## src/rtl/frog_motion_control.sv

```systemverilog
// Frog motion control: tile-stepped movement, auto-repeat, score,
// crossing pulse and collision respawn for the frogger playfield.
module frog_motion_control #(
    parameter int TILE_SIZE         = 32,
    parameter int H_VISIBLE_AREA    = 640,
    parameter int V_VISIBLE_AREA    = 480,
    parameter int C_X_BASE_POSITION = 320,
    parameter int C_Y_BASE_POSITION = 448,
    parameter int C_SCORE_INI       = 0,
    parameter int C_SCORE_MAX       = 9,
    parameter int COUNT_LIMIT       = 12500000,
    parameter int RESPAWN_CYCLES    = 25000000
) (
    input  logic       i_Clk,
    input  logic       i_Reset,
    input  logic       i_Frog_Up,
    input  logic       i_Frog_Dn,
    input  logic       i_Frog_Lt,
    input  logic       i_Frog_Rt,
    input  logic       i_Game_Active,
    input  logic       i_Has_Collided,
    output logic [9:0] o_Frog_X,
    output logic [8:0] o_Frog_Y,
    output logic [3:0] o_Score,
    output logic       o_Level_Up
);

    typedef enum logic [1:0] {
        S_IDLE,
        S_READY,
        S_REPEAT,
        S_RESPAWN
    } state_t;

    localparam int RPT_W = $clog2(COUNT_LIMIT + 1);
    localparam int RSP_W = $clog2(RESPAWN_CYCLES + 1);

    localparam logic [9:0] X_BASE = 10'(C_X_BASE_POSITION);
    localparam logic [8:0] Y_BASE = 9'(C_Y_BASE_POSITION);
    localparam logic [9:0] X_TILE = 10'(TILE_SIZE);
    localparam logic [8:0] Y_TILE = 9'(TILE_SIZE);
    localparam logic [9:0] X_LAST = 10'(H_VISIBLE_AREA - TILE_SIZE);
    localparam logic [8:0] Y_LAST = 9'(V_VISIBLE_AREA - TILE_SIZE);
    localparam logic [3:0] SC_INI = 4'(C_SCORE_INI);
    localparam logic [3:0] SC_MAX = 4'(C_SCORE_MAX);

    localparam logic [RPT_W-1:0] RPT_LAST = RPT_W'(COUNT_LIMIT - 1);
    localparam logic [RSP_W-1:0] RSP_LAST = RSP_W'(RESPAWN_CYCLES - 1);

    state_t           state_q, state_d;
    logic [9:0]       x_q, x_d;
    logic [8:0]       y_q, y_d;
    logic [3:0]       score_q, score_d;
    logic             lvl_q, lvl_d;
    logic [3:0]       dir_q, dir_d;
    logic [3:0]       sw_prev_q;
    logic [RPT_W-1:0] rpt_q, rpt_d;
    logic [RSP_W-1:0] rsp_q, rsp_d;

    logic [3:0] sw;
    logic [3:0] sw_rise;
    logic [3:0] win;
    logic [3:0] step_dir;
    logic       held;
    logic       rpt_fire;
    logic       take;
    logic       crossing;
    logic [9:0] step_x;
    logic [8:0] step_y;

    // Direction vectors are one-hot {up, dn, lt, rt}.
    assign sw       = {i_Frog_Up, i_Frog_Dn, i_Frog_Lt, i_Frog_Rt};
    assign sw_rise  = sw & ~sw_prev_q;
    assign held     = |(sw & dir_q);
    assign rpt_fire = (state_q == S_REPEAT) && (rpt_q == RPT_LAST);

    always_comb begin
        win = '0;
        if (!(&sw)) begin
            priority case (1'b1)
                sw_rise[3]: win = 4'b1000;
                sw_rise[2]: win = 4'b0100;
                sw_rise[1]: win = 4'b0010;
                sw_rise[0]: win = 4'b0001;
                default:    win = '0;
            endcase
        end
    end

    assign step_dir = (state_q == S_READY)   ? win   :
                      (rpt_fire && held)     ? dir_q : '0;

    // Blocked steps leave the position alone; up from row 0 is a crossing.
    always_comb begin
        step_x   = x_q;
        step_y   = y_q;
        crossing = 1'b0;
        priority case (1'b1)
            step_dir[3]: begin
                if (y_q == '0) crossing = 1'b1;
                else           step_y = y_q - Y_TILE;
            end
            step_dir[2]: begin
                if (y_q < Y_LAST) step_y = y_q + Y_TILE;
            end
            step_dir[1]: begin
                if (x_q != '0) step_x = x_q - X_TILE;
            end
            step_dir[0]: begin
                if (x_q < X_LAST) step_x = x_q + X_TILE;
            end
            default: ;
        endcase
    end

    always_comb begin
        state_d = state_q;
        x_d     = x_q;
        y_d     = y_q;
        score_d = score_q;
        lvl_d   = 1'b0;
        dir_d   = dir_q;
        rpt_d   = rpt_q;
        rsp_d   = rsp_q;
        take    = 1'b0;

        unique case (state_q)
            S_IDLE: begin
                state_d = S_READY;
                score_d = SC_INI;
                x_d     = X_BASE;
                y_d     = Y_BASE;
            end
            S_READY: begin
                if (i_Has_Collided) begin
                    state_d = S_RESPAWN;
                    x_d     = X_BASE;
                    y_d     = Y_BASE;
                    rsp_d   = '0;
                end else if (|win) begin
                    take    = 1'b1;
                    state_d = S_REPEAT;
                    dir_d   = win;
                    rpt_d   = '0;
                end
            end
            S_REPEAT: begin
                if (i_Has_Collided) begin
                    state_d = S_RESPAWN;
                    x_d     = X_BASE;
                    y_d     = Y_BASE;
                    rsp_d   = '0;
                    rpt_d   = '0;
                end else if (!held) begin
                    state_d = S_READY;
                    rpt_d   = '0;
                end else if (rpt_fire) begin
                    take  = 1'b1;
                    rpt_d = '0;
                end else begin
                    rpt_d = rpt_q + RPT_W'(1);
                end
            end
            S_RESPAWN: begin
                if (rsp_q == RSP_LAST) begin
                    state_d = S_READY;
                    rsp_d   = '0;
                end else begin
                    rsp_d = rsp_q + RSP_W'(1);
                end
            end
            default: state_d = S_IDLE;
        endcase

        if (take) begin
            if (crossing) begin
                x_d     = X_BASE;
                y_d     = Y_BASE;
                lvl_d   = 1'b1;
                score_d = (score_q == SC_MAX) ? 4'd0 : score_q + 4'd1;
                state_d = S_READY;
                rpt_d   = '0;
            end else begin
                x_d = step_x;
                y_d = step_y;
            end
        end

        // Game inactive overrides everything but reset; score stays shown.
        if (!i_Game_Active) begin
            state_d = S_IDLE;
            x_d     = X_BASE;
            y_d     = Y_BASE;
            score_d = score_q;
            lvl_d   = 1'b0;
            rpt_d   = '0;
            rsp_d   = '0;
        end
    end

    always_ff @(posedge i_Clk) begin
        if (i_Reset) begin
            state_q   <= S_IDLE;
            x_q       <= X_BASE;
            y_q       <= Y_BASE;
            score_q   <= SC_INI;
            lvl_q     <= 1'b0;
            dir_q     <= '0;
            sw_prev_q <= '0;
            rpt_q     <= '0;
            rsp_q     <= '0;
        end else begin
            state_q   <= state_d;
            x_q       <= x_d;
            y_q       <= y_d;
            score_q   <= score_d;
            lvl_q     <= lvl_d;
            dir_q     <= dir_d;
            sw_prev_q <= sw;
            rpt_q     <= rpt_d;
            rsp_q     <= rsp_d;
        end
    end

    assign o_Frog_X   = x_q;
    assign o_Frog_Y   = y_q;
    assign o_Score    = score_q;
    assign o_Level_Up = lvl_q;

endmodule

```

## config.mk

```make
export PLATFORM = sky130hd
export DESIGN_NAME = frog_motion_control
export DESIGN_NICKNAME = d
export VERILOG_FILES = /design/src/rtl/frog_motion_control.sv
export SDC_FILE = /design/constraint.sdc
export NUM_CORES = 1
export LEC_CHECK = 0
export BUFFER_PORTS_ARGS = -buffer_cell sky130_fd_sc_hd__buf_2
export CAP_MARGIN = 20
export CORE_MARGIN = 3
export CORE_UTILIZATION = 55
export CTS_CLUSTER_DIAMETER = 40
export DETAILED_ROUTE_END_ITERATION = 12
export HOLD_SLACK_MARGIN = 0.05
export MAX_ROUTING_LAYER = met4
export PLACE_DENSITY = 0.8
export REMOVE_ABC_BUFFERS = 1
export SYNTH_ARGS = -nofsm -noshare
export SYNTH_HDL_FRONTEND = slang
export SYNTH_SLANG_ARGS = --single-unit
```

## constraint.sdc

```tcl
create_clock -name i_Clk -period 5.7 [get_ports i_Clk]
set_clock_uncertainty 0.1 [all_clocks]
set_input_delay 0.285 -clock i_Clk [delete_from_list [all_inputs] [get_ports i_Clk]]
set_output_delay 0.285 -clock i_Clk [all_outputs]
set_load 0.02 [all_outputs]
```

* Yosys cells after proc, flatten, opt, wreduce, memory -nomap -nowiden *
Cells that the tools add are included.

storage, ports and cells
  bits in registers = 83
  bits in latches = 0
  bits in writable memories = 0
  memory bits (read-only) = 0
  output and inout port bits = 24
  memories kept = 0

cells by class
  add/sub/neg operators = 7
  multiply operators = 0
  div/mod/pow operators = 0
  $lt $le $gt $ge = 2
  eq/ne operators = 16
  shift operators = 0
  mux-type cells = 57
  bitwise operators = 6
  reduce and logical (&&, ||, !) cells = 17

operators with widths
  cell                                                                   number
  24-bit 2-to-1 mux                                                      7
  10-bit 2-to-1 mux                                                      9
  9-bit 2-to-1 mux                                                       7
  25-bit 2-to-1 mux                                                      2
  25-bit one-hot mux with 2 select lines                                 1
  24-bit one-hot mux with 2 select lines                                 1
  4-bit 2-to-1 mux                                                       8
  25-bit by 1-bit adder with 25-bit output (second input constant)       1
  25-bit equality test (second input constant)                           1
  24-bit by 1-bit adder with 24-bit output (second input constant)       1
  24-bit equality test (second input constant)                           1
  10-bit one-hot mux with 2 select lines                                 1
  9-bit one-hot mux with 2 select lines                                  1
  2-bit 2-to-1 mux                                                       8
  4-bit by 2-bit != test with 1-bit output (second input constant)       3
  10-bit by 6-bit adder with 10-bit output (second input constant)       1
  10-bit less-than comparator (second input constant)                    1
  10-bit nonzero test                                                    1
  10-bit by 6-bit subtractor with 10-bit output (second input constant)  1
  9-bit by 6-bit adder with 9-bit output (second input constant)         1
  9-bit logical NOT                                                      1
  9-bit less-than comparator (second input constant)                     1
  1-bit 2-to-1 mux                                                       9
  9-bit by 6-bit subtractor with 9-bit output (second input constant)    1
  27 further kinds                                                       36

* Longest topological paths before layout *
Gate-level depths: netlist (run 1).

  word-level depth = 14
  gate-level depth with buffers = 14
  mapped depth without buffers = 14

* Worst setup path before layout (run 1) *
Ideal clock, no wire load.

  path kind = register to register
  from = register rpt_q[7]
  to = register y_q[8], in the netlist o_Frog_Y[8]
  setup time = 0.122 ns
  arrival time = 2.892 ns
  setup slack = 2.586 ns
  stages on the path, launching flop included = 11
  path buffers = 0
  path through = dfxtp_1 -> or4b_4 -> nor4_4 -> nand3_4 -> o21ai_0 -> ha_1 -> a21o_1 -> a21oi_1 -> xnor2_1 -> nand3_1 -> a2bb2oi_1

on the way
  cells in the longest elaborated chain, start to end = 8

RTL lines
  what                                                                      RTL line  source
  start: declaration                                                        57        logic [RPT_W-1:0] rpt_q, rpt_d;
  start signal: assignment                                                  220       rpt_q <= rpt_d;
  24-bit equality test (*)                                                  75        assign rpt_fire = (state_q == S_REPEAT) && (rpt_q == RPT_LAST);
  1-bit logical AND (*)                                                     75
  1-bit 2-to-1 mux / 1-bit logical AND (equally long branches)              157, 91
  1-bit 2-to-1 mux / 4-bit 2-to-1 mux (equally long branches)               154, 91
  1-bit 2-to-1 mux / 4-bit 2-to-1 mux (equally long branches)               148, 90
  1-bit one-hot mux with 2 select lines (tied with other cells)             127       unique case (state_q)
  4-bit != test (no line) (tied with other cells)                           -
  5-bit AND reduction (no line) / 9-bit 2-to-1 mux (equally long branches)  -
  end signal: assignment                                                    215       y_q <= y_d;
  end: declaration                                                          52        logic [8:0] y_q, y_d;

Mark *: on every way between the ends. The rest lies on a longest branch, timed or not.
A chain may end at the register's enable or synchronous reset.

* Worst setup path after layout (run 1) *
  from = register rpt_q[17]
  to = register y_q[8], in the netlist o_Frog_Y[8]

The elaborated chain is that of the path after synthesis.

==> metrics.md, run 1 <==
| Metric | Value |
|---|---|
| Total gr overflow | `0` |
| Post-synthesis simple-gate area fraction | `31.1%` |
| CTS Sinks | `73` |
| HP Class | `in2reg` |
| Fin crit share | `62.9%` |
| Status | `finished, final reports clean` |
| Req. time, crit path | `5830 ps` |
| Post-synth top area cell | `dfxtp_1` |
| Syn Area/Cell | `7.80 um^2` |
| Site row count | `31` |
| Skew-Pair Late Insertion Delay | `340 ps` |
| Critical path, cell by cell | `or4bb_1 > nor4_2 > nand3_4 > o21ai_0 > ha_1 > a21o_1 > a21oi_1 > xnor2_1 > nand3_1 > a2bb2oi_1` |
| VDD IR max | `0.143 mV` |
| Most frequent cells in the layout | `81 x nor2_1, 73 x dfxtp_1, 45 x nand2_1` |
| H-tree depth | `3` |
| Seq/Total Area, Yosys | `34.4%` |
| Antenna-violating nets left | `0` |
| Port buffer count | `21` |
| Starting density of the core | `57.7%` |
| Max clock buf depth | `2` |
| R2r endpoint | `o_Frog_Y[8]` |
| Core area | `0.00737 mm^2` |
| Max-capacitance violation count | `0` |
| Total power | `925 uW` |
| Setup Viol. Count Final | `0` |
| R2r setup slk | `2120 ps` |
| Count of pins over their slew limit | `0` |
| DRC viols | `0` |
| Post-CTS Setup Bufs | `0` |
| Root Buffer | `clkbuf_8` |
| Pre-antenna DRT Iters | `6` |
| Compound-Gate Fraction of Synth Area | `20.3%` |
| Final min period | `3580 ps` |
| CTS tree | `yes` |
| Cells after Synth | `545` |
| Final hold violations | `0` |
| Clk pin slew, worst setup/hold paths | `80 ps` |
| Ys flop type | `dfxtp_1` |
| Yosys warning count | `0` |
| Cts hold-fix bufs | `0` |
| # IOs | `32` |
| Cell Area, Synth | `0.00425 mm^2` |
| Reg2reg path depth | `10` |
| Routability congestion estimate | `0.981` |
| Worst setup path endpoint | `o_Frog_Y[8]` |
| Global-route wire length before repair | `16,700 um` |
| Largest net degree at the start of global routing | `26` |
| Setup TNS | `0 ps` |
| Initial antenna violation count | `0` |
| Crit path kind | `reg2reg` |
| Die area | `0.00882 mm^2` |
| Critical-path top delay cell | `o21ai_0` |
| Critical path startpoint | `rpt_q[17]` |
| Maximum clock rate | `279 MHz` |
| DR vias | `4,116` |
| DRT Wirelength | `9740 um` |
| Syn-to-layout area delta | `6.97%` |
| Chip width | `93.9 um` |
| GR Layer Usage met2 | `37.0%` |
| Via/cell ratio | `6.20` |
| RSZ-0062 raised after global routing | `no` |
| Tightest Pin Transition | `933 ps` |
| Worst r2r src | `rpt_q[17]` |
| Chip Height | `93.9 um` |
| Post-synthesis mux area share | `1.91%` |
| Post-synth cell types | `64` |
| Hold_ws | `139 ps` |
| Largest family of logic cells by synthesized area | `simple AND/OR/NAND/NOR gates` |
| Met1 Track Usage GR | `31.9%` |
| Number of synthesized flops with an enable pin | `0` |
| Estimated wirelength of the detail-placed design | `6960 um` |
| P per Cell Area | `203 mW/mm^2` |
| CP endpoint kind | `register` |
| Synth async-reset ratio | `0%` |
| Most common cell after layout, fill and taps aside | `nor2_1` |
| Finished Core Util | `61.7%` |
| Data arrival, critical path | `3710 ps` |
| Top cells by area, synth | `dfxtp_1 34%, nor2_1 7.1%, a21oi_1 5.1%, nand2_1 4.0%, o21ai_0 3.6%` |
| Antenna cells | `0` |
| Post-Synth XOR/XNOR Area | `3.91%` |
| Post_cts resized | `0` |
| Vias in the first global route | `3,616` |
| TritonCTS Buffers | `9` |
| CP peak stage delay | `640 ps` |
| Tot GR Track Use | `23.9%` |
| HP Start | `i_Frog_Up` |
| Post-Synth Adder-Cell Area | `3.71%` |
| Max transition margin | `37.0%` |
| Seq cells post-synth | `73` |
| GR met3 Demand/Resource | `5.69%` |
| GRT Max-Usage Layer | `met2` |
| Crit path max fanout | `7` |
| Leakage power | `1.52 nW` |
| Crit path launch type | `register` |
| Yosys top cell area share | `34.4%` |
| Fraction of layout cells with a size suffix above 1 | `9.73%` |
| DR WL/cell | `14.7 um` |
| DR iter-0 viols | `428` |
| Nets | `581` |
-- Yosys cell counts, drive strengths merged, types with 11 or more instances --
cell type,count
ha,11
nor2,81
nand4,15
nor2b,11
o21ai,33
a21oi,43
or3,11
inv,12
nand2,45
nand3,20
a31oi,11
dfxtp,73
nor3,13
buf,17
-- state kept, by name (all words and copies together) (netlist names) --
signal      flops
sw_prev_q       4
o_Frog_Y        4
rsp_q          25
o_Frog_X        5
state_q         2
rpt_q          24
dir_q           4
o_Score         4
o_Level_Up      1
-- power breakdown --
group / internal [mW] / switching [mW] / total, mW / leakage (nW)
Clock: 0.155 / 0.188 / 0.343 / 0.0781
Sequential: 0.512 / 0.00196 / 0.514 / 0.589
Combinational: 0.0200 / 0.0474 / 0.0673 / 0.855
-- stage by stage --
stage	std cells	instance area (um^2)	worst slack, ps
6_report	664	4550	2120
5_1_grt	664	4550	1910
4_1_cts	664	4550	2150
3_5_place_dp	649	4390	2180
3_3_place_gp	648	4380	2370
2_1_floorplan	527	4140	2580
-- worst min path at each step --
stage / end / cells after the start / slack, ps
final: sw_prev_q[3] / 2 / 140
after global routing: sw_prev_q[3] / 2 / 120
after CTS: sw_prev_q[3] / 2 / 120
after detailed placement: rsp_q[22] / 2 / 370
after global placement: rpt_q[23] / 2 / 370
after floorplan: sw_prev_q[0] / 1 / 260
-- cell families after synthesis --
logic type | count (synthesis)
AO/OA/AOI/OAI | 138
XOR/XNOR | 19
adder cells (fa/ha/maj) | 12
buffers and inverters | 40
flip-flops | 73
multiplexers | 8
other | 1
AND/OR/NAND/NOR | 254
-- layer usage --
| metal | up-vias | share of wire (%) |
|---|---|---|
| met4 | 0 | 1.3 |
| met3 | 18 | 7.8 |
| li1 | 1995 | - |
| met2 | 185 | 46 |
| met1 | 1918 | 45 |
| met5 | - | 0 |
-- final cells by class --
type | instances | area, um^2
fill | 670 | 2820
multi-input combinational | 441 | 2630
sequential | 73 | 1460
clock buffer | 10 | 128
timing repair buffer | 23 | 124
tap | 99 | 124
inverter | 13 | 48.8
clock inverter | 5 | 33.8
-- worst max-delay path, delay by kind of cell, from the launching register on --
family	cells	cell delay [ps]
simple gates	4	1290
compound gates	4	1160
flops	1	400
fa+ha+maj	1	370
xor+xnor	1	160
Note: power is estimated with default switching activity, not from simulation.
==> run 2, diff against run 1 <==
Settings changed: ABC_AREA set to 1.
Clock period 5.7 ns to 3.3 ns, I/O delays scaled along.
==> run 2 against run 1 <==
Cell area grew 11%. Non-clock buffer count grew 11. Sequential share of layout area shrank 3.1 points. Clock power grew 120%. Fmax grew 28%. Core utilization grew 2.2 points. Critical endpoint is now rsp_q[10]. Highest routed layer unchanged.
==> metrics.md, run 2 <==
| Metric | Value |
|---|---|
| Tightest Pin Transition | `577 ps (-356 ps)` |
| Leakage power | `1.95 nW (+28%)` |
| Fraction of layout cells with a size suffix above 1 | `11.0% (+1.3 points)` |
| CTS Sinks | `73 (unchanged)` |
| Vias in the first global route | `4,426 (+22%)` |
| Status | `finished, final reports clean` |
| Finished Core Util | `63.9% (+2.2 points)` |
| Post-synth cell types | `46 (-28%)` |
| Count leader, synth | `nand2_1` |
| Tot GR Track Use | `25.5% (+1.6 points)` |
| RSZ-0062 raised after global routing | `no` |
| Estimated wirelength of the detail-placed design | `8280 um (+19%)` |
| Yosys top cell area share | `31.9% (-2.4 points)` |
| Setup TNS | `0 ps (unchanged)` |
| Crit path kind | `reg2reg` |
| Cells after Synth | `697 (+28%)` |
| # IOs | `32 (unchanged)` |
| Critical-path top delay cell | `ha_1` |
| DR iter-0 viols | `296 (-31%)` |
| Compound-Gate Fraction of Synth Area | `15.1% (-5.2 points)` |
| Root Buffer | `clkbuf_8` |
| Post-Synth XOR/XNOR Area | `1.91% (-2.0 points)` |
| Count of pins over their slew limit | `0 (unchanged)` |
| Hold_ws | `142 ps (+3.90 ps)` |
| Filler cells | `692 (+3.3%)` |
| Critical path, cell by cell | `inv_1 > ha_1 > nand2_1 > o21ai_2 > inv_1 > nand2_1 > nand2_1 > a221oi_1` |
| Syn-to-layout area delta | `10.2%` |
| Seq pwr share | `50.1% (-5.5 points)` |
| Die area | `0.00945 mm^2 (+7.1%)` |
| Largest family of logic cells by synthesized area | `simple AND/OR/NAND/NOR gates` |
| Post-synthesis mux area share | `0% (-1.9 points)` |
| DRC viols | `0 (unchanged)` |
| Crit path max fanout | `18 (+11)` |
| NetSw | `487 uW (+100%)` |
| Top cells by area, synth | `dfxtp_1 32%, nand2_1 12%, inv_1 7.4%, nor2_1 7.1%, a21oi_1 5.1%` |
| Syn Area/Cell | `6.57 um^2 (-16%)` |
| H-tree depth | `3 (unchanged)` |
| Final hold violations | `0 (unchanged)` |
| Ys flop type | `dfxtp_1` |
| Fin crit share | `84.5% (+22 points)` |
| Pre-antenna DRT Iters | `6 (unchanged)` |
| Crit path launch type | `register` |
| Max transition margin | `61.2% (+24 points)` |
| Number of synthesized flops with an enable pin | `0 (unchanged)` |
| Switching Share | `27.1% (+1.4 points)` |
| Chip width | `97.2 um (+3.5%)` |
| Most common cell after layout, fill and taps aside | `nand2_1` |
| Data arrival, critical path | `2940 ps (-770 ps)` |
| DR WL/cell | `13.8 um (-6.1%)` |
| Post-synth top area cell | `dfxtp_1` |
| P per Cell Area | `356 mW/mm^2 (+75%)` |
| Cell mode on critical path | `nand2_1` |
| Post-Synth Adder-Cell Area | `3.44% (-0.26 points)` |
| Site row count | `32 (+3.2%)` |
| Req. time, crit path | `3450 ps (-2380 ps)` |
| Clk pin slew, worst setup/hold paths | `80 ps (about the same)` |
| Antenna cells | `0 (unchanged)` |
| TritonCTS Buffers | `9 (unchanged)` |
| Antenna-violating nets left | `0 (unchanged)` |
| Total gr overflow | `0 (unchanged)` |
| Final WS setup | `510 ps (-1610 ps)` |
| Pre-CTS setup slack | `587 ps (-1590 ps)` |
| Post-synthesis simple-gate area fraction | `36.6% (+5.5 points)` |
| Max reg flops | `25 (unchanged)` |
| Global-route wire length before repair | `19,800 um (+18%)` |
| Yosys warning count | `0 (unchanged)` |
| Nets | `750 (+29%)` |
| Pint | `1.31 mW (+91%)` |
| Setup Viol. Count Final | `0 (unchanged)` |
| CTS tree | `yes` |
| Max-capacitance violation count | `0 (unchanged)` |
| Starting density of the core | `58.0% (+0.32 points)` |
| Port buffer count | `21 (unchanged)` |
| Maximum clock rate | `358 MHz (+28%)` |
| Power share of the combinational group | `8.7% (+1.4 points)` |
| Initial antenna violation count | `0 (unchanged)` |
| CP endpoint kind | `register` |
| DR vias | `4,715 (+15%)` |
| Routability congestion estimate | `1.00 (+2.1%)` |
| Largest net degree at the start of global routing | `19 (-27%)` |
| Most frequent cells in the layout | `148 x nand2_1, 90 x inv_1, 86 x nor2_1` |
| Clock power share | `41.2% (+4.1 points)` |
| Largest Register | `rsp_q` |
| CP peak stage delay | `660 ps (+20 ps)` |
| Core area | `0.00789 mm^2 (+7.0%)` |
| Cell Area, Synth | `0.00458 mm^2 (+7.6%)` |
| Via/cell ratio | `5.63 (-9.1%)` |
| Skew-Pair Late Insertion Delay | `360 ps (+20 ps)` |
| Chip Height | `97.2 um (+3.5%)` |
| DRT Wirelength | `11,500 um (+18%)` |
| Final min period | `2790 ps (-793 ps)` |
| Post_cts resized | `0 (unchanged)` |
| Max clock buf depth | `2 (unchanged)` |
| Seq cells post-synth | `73 (unchanged)` |
| Synth async-reset ratio | `0% (unchanged)` |
| VDD IR max | `0.220 mV (+54%)` |
| Post-synth top cells | `148 x nand2_1, 90 x inv_1, 86 x nor2_1` |
| HP Class | `in2reg` |
| Seq/Total Area, Yosys | `31.9% (-2.4 points)` |
run 2: cell types whose count changed in the layout (fill, tap and decap cells not counted), sizes merged, moves of 15 or more:
cell | before | now
nand3 | 20 | 39
nor3 | 13 | 28
inv | 12 | 95
nand2 | 45 | 159
nor2 | 81 | 97
run 2: final cells by class:
class                           count  area (um^2)  area share (%)
Tap cell                          102          128            2.53
Multi-Input combinational cell    514         2650            52.6
Timing Repair Buffer               34          228            4.52
Clock buffer                       10          138            2.73
Inverter                           98          370            7.34
Clock inverter                      6         67.6            1.34
Sequential cell                    73         1460            29.0
run 2: per-stage QoR:
stage / cells / power, mW / area [um^2]
detailed placement: 811 / 1.06 / 4740
finish: 837 / 1.80 / 5040
global placement: 811 / 1.06 / 4740
CTS: 837 / 1.80 / 5040
global route: 837 / 1.86 / 5040
floorplan: 685 / 1.02 / 4480
run 2: critical path, delay by kind of cell (launching register included):
family	cells	cell delay [ps]
buf+inv	2	320
flops	1	390
compound gates	2	570
simple gates	3	630
fa+ha+maj	1	660
run 2: layer usage:
layer  track usage (%)  routed length, um
met2              41.9               5470
met3              3.37                753
met1              31.6               5070
met4              10.3                232
met5                 -                  0
run 2: kinds of logic after synthesis:
family / Yosys count
compound gates: 122
xor+xnor: 10
fa+ha+maj: 12
buf+inv: 119
flops: 73
other cells: 1
simple gates: 360
run 2: what timing repair did:
| action | in CTS | in global routing |
|---|---|---|
| endpoints found under the hold margin | 11 | 0 |
| hold buffers | 10 | 0 |
| buffers inserted | 0 | 0 |
run 2: path summary, 6_finish.rpt:
check,from,endpoint,slack (ps),cells past startpoint
max,state_q[1],rsp_q[10],510,8
min,i_Has_Collided,state_q[1],140,3
max reg2reg,state_q[1],rsp_q[10],510,8
min reg2reg,rsp_q[21],rsp_q[21],380,2
run 2: power by group through the flow:
stage / Combinational, mW / Clock [mW] / Sequential (mW)
4_1_cts: 0.154 / 0.746 / 0.899
6_report: 0.157 / 0.741 / 0.900
5_1_grt: 0.175 / 0.780 / 0.901
3_3_place_gp: 0.140 / 0 / 0.920
3_5_place_dp: 0.143 / 0 / 0.920
2_1_floorplan: 0.101 / 0 / 0.920
